<file path="src/rtl/jt12_op_pkg.sv">
// Shared constants, index types and ROM generators for the jt12 operator datapath.
package jt12_op_pkg;

  localparam int unsigned OP_LAT = 5;
  localparam real PI = 3.14159265358979323846;

  typedef logic [2:0] ch_t;
  typedef logic [4:0] slot_t;

  // Quarter-wave -log2(sin) in 4.8 fixed point, sampled at odd half-steps
  function automatic logic [11:0] logsin_val(input int i);
    real x;
    x = $itor(2 * i + 1) * PI / 1024.0;
    return 12'($rtoi(-$ln($sin(x)) / $ln(2.0) * 256.0 + 0.5));
  endfunction

  function automatic logic [9:0] exp_val(input int i);
    return 10'($rtoi($pow(2.0, $itor(i) / 256.0) * 1024.0 + 0.5) - 1024);
  endfunction

endpackage

</file>
<file path="src/rtl/jt12_op_fb.sv">
// Operator-1 self-feedback memory: last two results per channel and the
// scaled feedback phase offset derived from them.
module jt12_op_fb
  import jt12_op_pkg::*;
#(
  parameter int DW = 14,
  parameter int CH = 6
) (
  input  logic          clk,
  input  logic          rst_n,
  input  ch_t           ch_rd,
  input  logic [2:0]    fb,
  output logic [9:0]    pm,
  input  logic          we,
  input  ch_t           ch_wr,
  input  logic [DW-1:0] din
);

  logic [DW-1:0]        prev     [CH];
  logic [DW-1:0]        prevprev [CH];
  logic [DW-1:0]        prev_rd, pp_rd;
  logic signed [DW:0]   fb_sum, fb_sh;
  logic [3:0]           shamt;
  logic                 unused_fb_hi;

  always_ff @(posedge clk or negedge rst_n) begin
    if (!rst_n) begin
      for (int unsigned i = 0; i < CH; i++) begin
        prev[i]     <= '0;
        prevprev[i] <= '0;
      end
    end else if (we && ch_wr < 3'(CH)) begin
      prevprev[ch_wr] <= prev[ch_wr];
      prev[ch_wr]     <= din;
    end
  end

  // Reads see the registered contents, so a same-cycle write is not visible yet
  always_comb begin
    prev_rd = '0;
    pp_rd   = '0;
    if (ch_rd < 3'(CH)) begin
      prev_rd = prev[ch_rd];
      pp_rd   = prevprev[ch_rd];
    end
    fb_sum = {prev_rd[DW-1], prev_rd} + {pp_rd[DW-1], pp_rd};
    shamt  = 4'd10 - {1'b0, fb};
    fb_sh  = fb_sum >>> shamt;
    pm     = (fb == 3'd0) ? '0 : fb_sh[9:0];
  end

  assign unused_fb_hi = ^fb_sh[DW:10];

endmodule

</file>
<file path="src/rtl/jt12_op.sv">
// Operator output stage: phase modulation, log-sine lookup, attenuation and
// exponential conversion into a signed sample, five-stage pipeline.
module jt12_op
  import jt12_op_pkg::*;
#(
  parameter int DW = 14,
  parameter int CH = 6
) (
  input  logic          clk,
  input  logic          rst_n,
  input  logic [9:0]    phase_VIII,
  input  logic [DW-1:0] mod_VIII,
  input  logic          op1_VIII,
  input  logic [2:0]    ch_VIII,
  input  logic [2:0]    fb_VIII,
  input  logic [9:0]    eg_atten_IX,
  output logic [DW-1:0] op_result_XIII
);

  logic [11:0] logsin_rom [256];
  logic [9:0]  exp_rom    [256];

  for (genvar g = 0; g < 256; g++) begin : g_rom
    assign logsin_rom[g] = logsin_val(g);
    assign exp_rom[g]    = exp_val(g);
  end

  logic [9:0]  fb_pm, pm_VIII;
  logic        unused_mod;

  logic [9:0]  phase_IX;
  logic        op1_d [OP_LAT];
  ch_t         ch_d  [OP_LAT];
  logic [7:0]  idx_IX;

  logic [11:0] logsin_X, atten_X;
  logic        sign_X, sign_XI, sign_XII;
  logic [13:0] sum_full_X;
  logic [12:0] sum_X, sum_XI;

  logic [7:0]  exp_idx_XI;
  logic [10:0] mant_XI;
  logic [12:0] mag_XI, mag_XII;
  logic [DW-1:0] mag_ext_XII;

  jt12_op_fb #(.DW(DW), .CH(CH)) u_fb (
    .clk   (clk),
    .rst_n (rst_n),
    .ch_rd (ch_VIII),
    .fb    (fb_VIII),
    .pm    (fb_pm),
    .we    (op1_d[OP_LAT-1]),
    .ch_wr (ch_d[OP_LAT-1]),
    .din   (op_result_XIII)
  );

  assign unused_mod = ^{mod_VIII[DW-1:11], mod_VIII[0]};

  always_comb begin
    pm_VIII     = op1_VIII ? fb_pm : mod_VIII[10:1];
    idx_IX      = phase_IX[8] ? ~phase_IX[7:0] : phase_IX[7:0];
    sum_full_X  = {2'b00, logsin_X} + {2'b00, atten_X};
    sum_X       = sum_full_X[13] ? 13'h1FFF : sum_full_X[12:0];
    exp_idx_XI  = ~sum_XI[7:0];
    mant_XI     = {1'b1, exp_rom[exp_idx_XI]};
    mag_XI      = (sum_XI[12:8] >= 5'd13) ? '0 : ({mant_XI, 2'b00} >> sum_XI[12:8]);
    mag_ext_XII = DW'(mag_XII);
  end

  // op1/ch ride alongside the data so the result can be written back at XIII
  always_ff @(posedge clk or negedge rst_n) begin
    if (!rst_n) begin
      phase_IX       <= '0;
      logsin_X       <= '0;
      atten_X        <= '0;
      sign_X         <= 1'b0;
      sign_XI        <= 1'b0;
      sign_XII       <= 1'b0;
      sum_XI         <= '0;
      mag_XII        <= '0;
      op_result_XIII <= '0;
      for (int unsigned i = 0; i < OP_LAT; i++) begin
        op1_d[i] <= 1'b0;
        ch_d[i]  <= '0;
      end
    end else begin
      phase_IX       <= phase_VIII + pm_VIII;
      op1_d[0]       <= op1_VIII;
      ch_d[0]        <= ch_VIII;
      for (int unsigned i = 1; i < OP_LAT; i++) begin
        op1_d[i] <= op1_d[i-1];
        ch_d[i]  <= ch_d[i-1];
      end
      logsin_X       <= logsin_rom[idx_IX];
      atten_X        <= {eg_atten_IX, 2'b00};
      sign_X         <= phase_IX[9];
      sum_XI         <= sum_X;
      sign_XI        <= sign_X;
      mag_XII        <= mag_XI;
      sign_XII       <= sign_XI;
      op_result_XIII <= sign_XII ? -mag_ext_XII : mag_ext_XII;
    end
  end

endmodule

</file>
<file path="config.mk">
export PLATFORM = sky130hd
export DESIGN_NAME = jt12_op
export DESIGN_NICKNAME = d
export VERILOG_FILES = /design/src/rtl/jt12_op_pkg.sv /design/src/rtl/jt12_op_fb.sv /design/src/rtl/jt12_op.sv
export SDC_FILE = /design/constraint.sdc
export NUM_CORES = 1
export LEC_CHECK = 0
export CORE_MARGIN = 4
export CORE_UTILIZATION = 66
export CTS_BUF_LIST = sky130_fd_sc_hd__clkbuf_2
export CTS_CLUSTER_SIZE = 16
export DETAILED_ROUTE_END_ITERATION = 6
export PLACE_DENSITY_LB_ADDON = 0.1
export SYNTH_ARGS = -nofsm -noshare
export SYNTH_HDL_FRONTEND = slang
export SYNTH_SLANG_ARGS = --single-unit
</file>
<file path="constraint.sdc">
create_clock -name clk -period 15 [get_ports clk]
set_clock_uncertainty 0.2 [all_clocks]
set_input_delay 2.25 -clock clk [delete_from_list [all_inputs] [get_ports clk]]
set_output_delay 2.25 -clock clk [all_outputs]
set_load 0.01 [all_outputs]
</file>
; ---- After elaboration in Yosys (flattened, before gate mapping)
; Memory sizes are Yosys's and may differ from the RTL's. A register that Yosys moved wholly into a read port is not among the register bits.
; Cells that the tools add are included.
[op_classes]
add_sub_neg = 5
n_lt_le_gt_ge = 7
shifts = 2
muxes = 23
n_reduce_logical = 4
bitwise = 6
[ops]
columns = op, n
row1 = 84-bit bitwise mux, 2
row2 = 14-bit 2-to-1 mux, 10
row3 = 14-bit binary-select mux with 3-bit select, 3
row4 = 14-bit demux with 3-bit select, 1
row5 = 10-bit 2-to-1 mux, 4
row6 = 13-bit 2-to-1 mux, 2
row7 = 8-bit NOT with 9-bit output, 2
row8 = 8-bit NOT, 2
row9 = 14-bit by 14-bit adder with 15-bit output, 1
row10 = 15-bit by 4-bit >>> shifter with 10-bit output, 1
row11 = 13-bit negator with 14-bit output, 1
row12 = 12-bit by 12-bit adder with 13-bit output, 1
row13 = 13-bit by 5-bit right shift with 13-bit output, 1
row14 = 10-bit adder, 1
row15 = "9-bit greater-or-equal comparator, second input constant", 1
row16 = "4-bit greater-or-equal comparator, second input constant", 2
row17 = 8-bit 2-to-1 mux, 1
row18 = 3-bit NOT with 4-bit output, 2
row19 = "3-bit less-than comparator, second input constant", 2
row20 = "5-bit by 4-bit greater-or-equal comparator with 1-bit output, second input constant", 1
row21 = "4-bit by 1-bit less-than comparator with 1-bit output, second input constant", 1
row22 = "4-bit by 3-bit subtractor with 4-bit output, first input constant", 1
row23 = 3-bit zero test, 1
row24 = 1-bit logical AND, 2
row25 = 1-bit zero test, 1
[totals]
out_inout_bits = 14
elab_cells = 79
in_bits = 43
memories = 2
ff_bits = 251
rom_bits = 5632
[mem_list]
columns = name, words, width, read_ports, rd_ports_with_merged_regs, write_ports, line_no
row1 = (no name shown), 256, 12, 1, 1, 0, jt12_op.sv:94  ; logsin_X <= logsin_rom[idx_IX];
row2 = (no name shown), 256, 10, 1, 0, 0, jt12_op.sv:65  ; mant_XI = {1'b1, exp_rom[exp_idx_XI]};

; ---- Depth between registers and ports, before layout
; Gate-level depths: netlist of run 1.
[depth]
word_depth = 10
ltp_mapped = 27
depth_no_buf = 24

; ---- By module
; Synthesis of run 1 repeated with hierarchy kept, for this count alone.
[hier_totals]
cells_unflattened = 2093
area_unflattened_um2 = 18635.4
[by_module_without_submodules]
columns = module, n_inst, seq_area_each_um2, area_per_inst_um2, cells_per_inst
row1 = jt12_op_fb, 1, 4204.0, 9601.7, 938
row2 = jt12_op, 1, 2377.3, 9033.7, 1155

; ---- Least setup slack after synthesis of run 1
; Ideal clock, no wire load.
[synth_path]
path_type = input to register
start = input port ch_VIII[0]
end = register phase_IX[8]
required_ns = 14.720
path_buffers = 4
stages = 26
path_slack_ns = 6.976
setup_ns = 0.080
arrival_time_ns = 7.744
path_cell_list = buf_2 > buf_2 > clkbuf_1 > buf_2 > mux2i_1 > o22ai_1 > fa_1 > a21o_1 > nand4_1 > a21oi_1 > or3_1 > and2_1 > mux4_2 > a21o_1 > a221o_1 > ha_1 > inv_1 > fa_1 > nor2b_1 > o21ai_0 > a21boi_0 > o21ai_0 > nand2b_1 > a21o_1 > a21oi_1 > xnor2_1
[synth_via]
elab_chain_len = 10
word_cells_on_any_way = 15
cone_classes = add/sub: 2 / order compare: 1 / shift: 1 / mux: 10 / bitwise: 1
[synth_lines]
columns = item, line_no
row1 = "start, declared", jt12_op.sv:14  ; input logic [2:0] ch_VIII,
row2 = 3-bit NOT with 4-bit output (implied by the code), "jt12_op_fb.sv:43, jt12_op_fb.sv:44"
row3 = "14-bit binary-select mux with 3-bit select, on equally long branches", "jt12_op_fb.sv:43, jt12_op_fb.sv:44"
row4 = "14-bit 2-to-1 mux, on equally long branches (2 in a row)", "jt12_op_fb.sv:43, jt12_op_fb.sv:44"
row5 = 14-bit 2-to-1 mux, jt12_op_fb.sv:42  ; if (ch_rd < 3'(CH)) begin
row6 = 14-bit by 14-bit adder with 15-bit output *, jt12_op_fb.sv:46  ; fb_sum = {prev_rd[DW-1], prev_rd} + {pp_rd[DW-1], pp_rd};
row7 = 15-bit by 4-bit >>> shifter with 10-bit output *, jt12_op_fb.sv:48  ; fb_sh = fb_sum >>> shamt;
row8 = 10-bit 2-to-1 mux *, jt12_op_fb.sv:49  ; pm = (fb == 3'd0) ? '0 : fb_sh[9:0];
row9 = 10-bit 2-to-1 mux *, jt12_op.sv:60  ; pm_VIII = op1_VIII ? fb_pm : mod_VIII[10:1];
row10 = 10-bit adder *, jt12_op.sv:87  ; phase_IX <= phase_VIII + pm_VIII;
row11 = "end signal, assigned", jt12_op.sv:87
row12 = "end, declared", jt12_op.sv:31  ; logic [9:0] phase_IX;
; Mark *: on every way between the ends. The rest lies on a longest branch, timed or not. The select of a mux whose other input is x is not followed.
; A chain may end at the register's enable or synchronous reset.

; ---- Worst setup path in the final report of run 1
[layout_path]
start = input port ch_VIII[2]
end = register phase_IX[8]
; The elaborated chain is that of the path after synthesis.

==> metrics.md, run 1 <==
| Metric | Value |
|---|---|
| Setup bufs post-CTS | 0 |
| DRC | 1 |
| Synth top area cells | dfrtp_1, mux2_2, mux4_2 |
| Element type at the critical path end | register |
| I/O Pins | 57 |
| Data arrival, critical path | between 8 and 9 ns |
| Worst-Skew Late Latency | ~0.9 ns |
| R2r setup slk | between 9 and 10 ns |
| Die ar. | 31000 um^2 |
| Initial Utilization | roughly two thirds |
| Initial antenna violation count | 1 |
| Failing checks | design-rule violations |
| Hold Path Sink | ch_d[9] |
| Gpl congestion | slightly below 1 |
| Synth top area share | between 30% and 40% |
| Clock root buffer | clkbuf_2 |
| Delay-heaviest family, CP | compound AO/OA/AOI/OAI gates |
| Vias in the first global route | roughly 16000 |
| Mapped Area | between 15000 and 20000 um^2 |
| Buf/Inv on CP | 4 |
| Syn nets | around 2100 |
| Tmin final | ~8.4 ns |
| DRT Pass-1 Iters | 7 |
| WL/cell | roughly 21 um |
| Top-count cell post-synth | dfrtp_1 |
| Area leader, netlist | dfrtp_1 |
| Cell Rows | 61 |
| Number of synthesized flops with an enable pin | 0 |
| Period utilization | 56.0% |
| Multi-input logic area | 11200 um^2 |
| Util after Layout | between 70% and 80% |
| Total GRT Usage | 33.0% |
| DR vias | roughly 17000 |
| Die width | 176 um |
| Max stage delay on crit path | 0.73 ns |
| Cts repair resizes | 0 |
| Share of layout cells above drive strength 1 | around 17% |
| ANT nets after route | 0 |
| Asr flop ratio synth | 100% |
| Post-Synthesis Cells | just over 2000 |
| Pins Over Slew Limit | 0 |
| Crit-path slowest cell | nand2b_1 |
| Max-cap violations | 0 |
| Die Span Y | 176 um |
| CP Launch Type | input port |
| Hold Path Stages | 0 |
| Normalized max-slew margin | ~28% |
| Synth Warn # | 0 |
| Crit Path Class | input port to register |
| Register Area | roughly 6600 um^2 |
| Post-DP Area | between 15000 and 20000 um^2 |
| Clk sinks | roughly 260 |
| CTS clk-pin slew, worst paths | 0.09 ns |
| Library cells used by synthesis | between 80 and 90 |
| Hold Path Class | register to register |
| Final Net Count | 2127 |
| Hpwl dp | approximately 34000 um |
| Port bufs | 52 |
| Top FF cell, synth | dfrtp_1 |
| FMAX | around 0.12 GHz |
| Fin. Hold Viols | 0 |
| Worst reg2reg path startpoint | u_fb.prev[70] |
| Critical Path RT | about 16 ns |
| Mean post-synth cell area | 9.16 um^2 |
| Non-Filler Cell Area, Final | around 20000 um^2 |
| Area grow syn2layout | 6.70% |
| Final setup violation count | 0 |
| Setup tns final | 0 ns |
| Fillers | roughly 2100 |
| Flops & latches, synth | 263 |
| Status | complete, but fails checks |
| Drt initial violations | 1832 |
| Synth top cells by count | dfrtp_1, nor2_1, a21oi_1, nand2_1, o21ai_0 |
| Worst-margin pin slew | ~1.1 ns |
| Hold buffers post-CTS | 0 |
| Hold_sp | ch_d[12] |
| Cell mode on critical path | a21o_1 |
| CTS tree | done |
| RSZ-0062 raised after global routing | no |
| TritonCTS buffer count | 69 |
| CORE AREA | about 28000 um^2 |
| CTS max path bufs | 3 |
| Global route overflow | 0 |
| First-pass GRT wire length | between 80000 and 90000 um |
| DRT Wirelength | around 52000 um |
| Largest net degree at the start of global routing | ~140 |
| Worst flop-to-flop path endpoint | phase_IX[8] |
| Max FO, Critical Path | 30 |
| FF-to-FF path depth | 24 |
| Post-synthesis sequential area ratio | between 30% and 40% |
| Htree depth | 3 |
| Drt via density | roughly 6.9 |
==> how the worst max path moves through the flow <==
stage | startpoint | end | slack, ns | depth (start not counted)
5_1_grt | ch_VIII[2] | phase_IX[8] | 6.31 | 26
4_1_cts | ch_VIII[2] | phase_IX[8] | 6.77 | 26
2_1_floorplan | ch_VIII[0] | phase_IX[8] | 6.98 | 26
3_5_place_dp | ch_VIII[2] | phase_IX[9] | 5.92 | 24
3_3_place_gp | ch_VIII[2] | phase_IX[9] | 5.98 | 24
6_report | ch_VIII[2] | phase_IX[8] | 6.59 | 26
==> layout by cell type, fill, tap and decap left out, drive strengths merged, types with 8 or more instances in the layout <==
cell	n
dfrtp	263
nor2	175
a21oi	170
nand2	157
o21ai	124
mux2	110
clkbuf	95
inv	69
ha	61
clkdlybuf4s50	50
mux4	49
mux2i	48
o22ai	43
nor3	42
o211ai	40
buf	38
a211oi	35
nand3	35
xnor2	33
nand2b	29
nor2b	26
a31oi	25
xor2	25
o221ai	21
clkinv	20
a311oi	19
a21o	18
a22oi	17
a221oi	16
o311ai	14
nor3b	13
and2	12
o31ai	11
a211o	10
a221o	9
o21a	8
a2111oi	8
nor4	8
==> metal layers <==
layer / wire length, um / GRT usage [%] / up-vias / part of all wire [%]
met3: 4530 / 5.12 / 149 / 8.7
met2: 25000 / 53.5 / 949 / 48
met1: 21000 / 45.6 / 8215 / 40
li1: - / - / 7591 / -
met5: 0 / 0 / - / 0
met4: 1570 / 12.2 / 0 / 3.0
==> cell families after synthesis <==
family,count (synthesis),share of synthesized area [%]
adder cells (fa/ha/maj),64,4.41
XOR/XNOR,58,2.72
buffers and inverters,247,5.38
AND/OR/NAND/NOR,542,13.7
flip-flops,263,35.3
AO/OA/AOI/OAI,656,23.4
multiplexers,207,15.1
==> registers in the layout, indices dropped and copies added (netlist names), 5 cells and up <==
register / cells
atten_X: 10
ch_d: 15
logsin_X: 12
mag_XII: 13
op1_d: 5
op_result_XIII: 14
phase_IX: 10
sum_XI: 13
u_fb.prev: 84
u_fb.prevprev: 84
==> cell type report <==
class,instances,share of cell area [%]
clock buffers,95,2.39
well taps,378,2.37
inverters,71,1.34
clock inverters,20,0.785
diodes,1,0.0126
repair buffers,88,3.98
multi-input cells,1527,56.1
flip-flops and latches,263,33.1
==> per-stage QoR <==
| stage | worst slack, ns | cells | hold slack (ns) |
|---|---|---|---|
| 2_1_floorplan | 6.98 | 2037 | 0.131 |
| 3_3_place_gp | 5.98 | 2327 | 0.131 |
| 3_5_place_dp | 5.92 | 2327 | 0.135 |
| 4_1_cts | 6.77 | 2442 | 0.113 |
| 5_1_grt | 6.31 | 2443 | 0.138 |
| 6_report | 6.59 | 2443 | 0.125 |
Power of run 1 is left out: the tool's default activity adds up to more than one toggle a clock period on the data nets, which glitch-free logic cannot reach.
==> run 2: changes to the inputs <==
CORE_UTILIZATION = 65   (was 66)
clock period = 8.5 ns   (was 15 ns; I/O delays follow)
==> run 2 against run 1 <==
The run still ends with design-rule violations left. First-iteration DRC count is 11% higher. Hold slack better by 0.0042 ns. Global-route usage decreased by 0.089 points. Cell count down 0.29%. Non-clock buffer count rose by 3. Largest cell class unchanged.
==> metrics.md, run 2 (synthesis gave the netlist of run 1 again) <==
| Metric | Value |
|---|---|
| Status | complete, but fails checks |
| Failing checks | design-rule violations |
| Drt initial violations | 2032 |
| DR vias | between 15000 and 20000 |
| First-pass GRT wire length | 84400 um |
| TritonCTS buffer count | 66 |
| Hold Path Sink | ch_d[11] |
| Hold buffers post-CTS | 0 |
| Global route overflow | 0 |
| Commonest non-fill, non-tap cell in the layout | dfrtp_1 |
| FF-to-FF path depth | 24 |
| DRT Pass-1 Iters | 7 |
| Die width | around 180 um |
| I/O Pins | 57 |
| Data arrival, critical path | 7.29 ns |
| DRC | 2 |
| Post-DP Area | 19300 um^2 |
| Critical Path RT | 9.00 ns |
| Setup bufs post-CTS | 0 |
| Initial antenna violation count | 1 |
| DP Cell Count | approximately 2300 |
| Vias in the first global route | 16000 |
| Hold_sp | ch_d[14] |
| Setup tns final | 0 ns |
| WL/cell | roughly 21 um |
| Most frequent cells in the layout | dfrtp_1, nor2_1, a21oi_1 |
| Max-cap violations | 0 |
| Non-filler instance count after layout | between 2000 and 2500 |
| Drt via density | 6.86 |
| Crit Path Class | input port to register |
| Cts repair resizes | 0 |
| Total GRT Usage | between 30% and 40% |
| Max FO, Critical Path | 30 |
| Crit-path slowest cell | mux4_2 |
| Cell Rows | 61 |
| Die Span Y | ~180 um |
| Gpl congestion | between 0.9 and 1 |
| Htree depth | 3 |
| CTS max path bufs | 3 |
| Clock root buffer | clkbuf_2 |
| Hold Path Stages | 0 |
| Final setup violation count | 0 |
| Fin. Hold Viols | 0 |
| Hold Path Class | register to register |
| Worst-Skew Late Latency | 0.88 ns |
| Initial Utilization | 66.5% |
| CTS clk-pin slew, worst paths | approximately 0.11 ns |
| Worst-margin pin slew | ~1.1 ns |
| FMAX | between 0.1 and 0.15 GHz |
| DRT Wirelength | between 50000 and 60000 um |
| R2r setup slk | between 2 and 3 ns |
| Hpwl dp | between 30000 and 40000 um |
| Buf/Inv on CP | 4 |
| Non-Filler Cell Area, Final | 19900 um^2 |
| Worst flop-to-flop path endpoint | phase_IX[8] |
| Port bufs | 52 |
| Normalized max-slew margin | between 20% and 30% |
| Cell mode on critical path | a21o_1 |
| Largest net degree at the start of global routing | roughly 170 |
| RSZ-0062 raised after global routing | no |
| Fillers | between 2000 and 2500 |
| Die ar. | 31500 um^2 |
| Worst reg2reg path startpoint | u_fb.prev[0] |
| ANT nets after route | 0 |
| Max stage delay on crit path | 0.50 ns |
| CP Launch Type | input port |
| Delay-heaviest family, CP | compound AO/OA/AOI/OAI gates |
| CTS tree | done |
| Period utilization | between 70% and 80% |
| CORE AREA | ~28000 um^2 |
| Pins Over Slew Limit | 0 |
| Biggest regs | u_fb.prev: 84 flops, u_fb.prevprev: 84 flops, ch_d: 15 flops |
| Tmin final | 6.79 ns |
| Share of layout cells above drive strength 1 | between 15 and 20% |
| Clk sinks | 263 |
| Area grow syn2layout | 6.44% |
| Final Net Count | between 2000 and 2500 |
| Element type at the critical path end | register |
## run 2: worst max path at each step
| stage | startpoint | endpoint | depth (start not counted) |
|---|---|---|---|
| after floorplan | ch_VIII[0] | phase_IX[8] | 26 |
| after global placement | ch_VIII[2] | phase_IX[9] | 24 |
| after detailed placement | ch_VIII[2] | phase_IX[9] | 24 |
| after CTS | ch_VIII[2] | phase_IX[8] | 26 |
| after global routing | ch_VIII[2] | phase_IX[8] | 26 |
| final | ch_VIII[2] | phase_IX[8] | 26 |
## run 2: metrics by stage
stage | hold slack, ns | worst slack, ns | util [%]
after floorplan | 0.131 | 1.45 | -
after global placement | 0.133 | 1.09 | 68.8
after detailed placement | 0.136 | 1.02 | 68.8
after CTS | 0.119 | 1.80 | 70.7
after global routing | 0.142 | 1.34 | 70.7
final | 0.129 | 1.71 | 70.7
## run 2: layout make-up
class                      instances  area (um^2)  area share [%]
antenna                            1         2.50          0.0126
clock buffer                      88          440            2.22
clock inverter                    17          106           0.535
inverter                          71          267            1.34
multi-input combinational       1527        11200            56.2
sequential                       263         6590            33.1
tap                              378          473            2.38
timing repair buffer              91          828            4.17
## run 2: routing by layer
layer | share of wire [%] | routed length (um) | track usage [%] | up-vias
met1 | 41 | 21500 | 45.3 | 8054
met3 | 7.7 | 4020 | 4.67 | 158
met4 | 4.0 | 2110 | 13.7 | 0
li1 | - | - | - | 7601
met5 | 0 | 0 | 0 | -
met2 | 47 | 24700 | 53.0 | 898
## run 2: worst reg2reg max path: stages (launching register included)
cell and delay, ns:
dfrtp_1 0.41, mux4_2 0.47, inv_1 0.06, o22ai_1 0.10, ha_1 0.26, fa_1 0.43
a21o_1 0.20, nand4_1 0.22, a21oi_1 0.16, or3_1 0.35, and2_1 0.17, mux4_2 0.50
a21o_1 0.23, a221o_1 0.34, ha_1 0.20, inv_1 0.07, fa_1 0.21, nor2b_1 0.06
o21ai_0 0.19, a21boi_0 0.15, o21ai_0 0.18, nand2b_1 0.11, a21o_1 0.19, a21oi_1 0.16
xnor2_1 0.14
Power of run 2 is left out for the same reason.
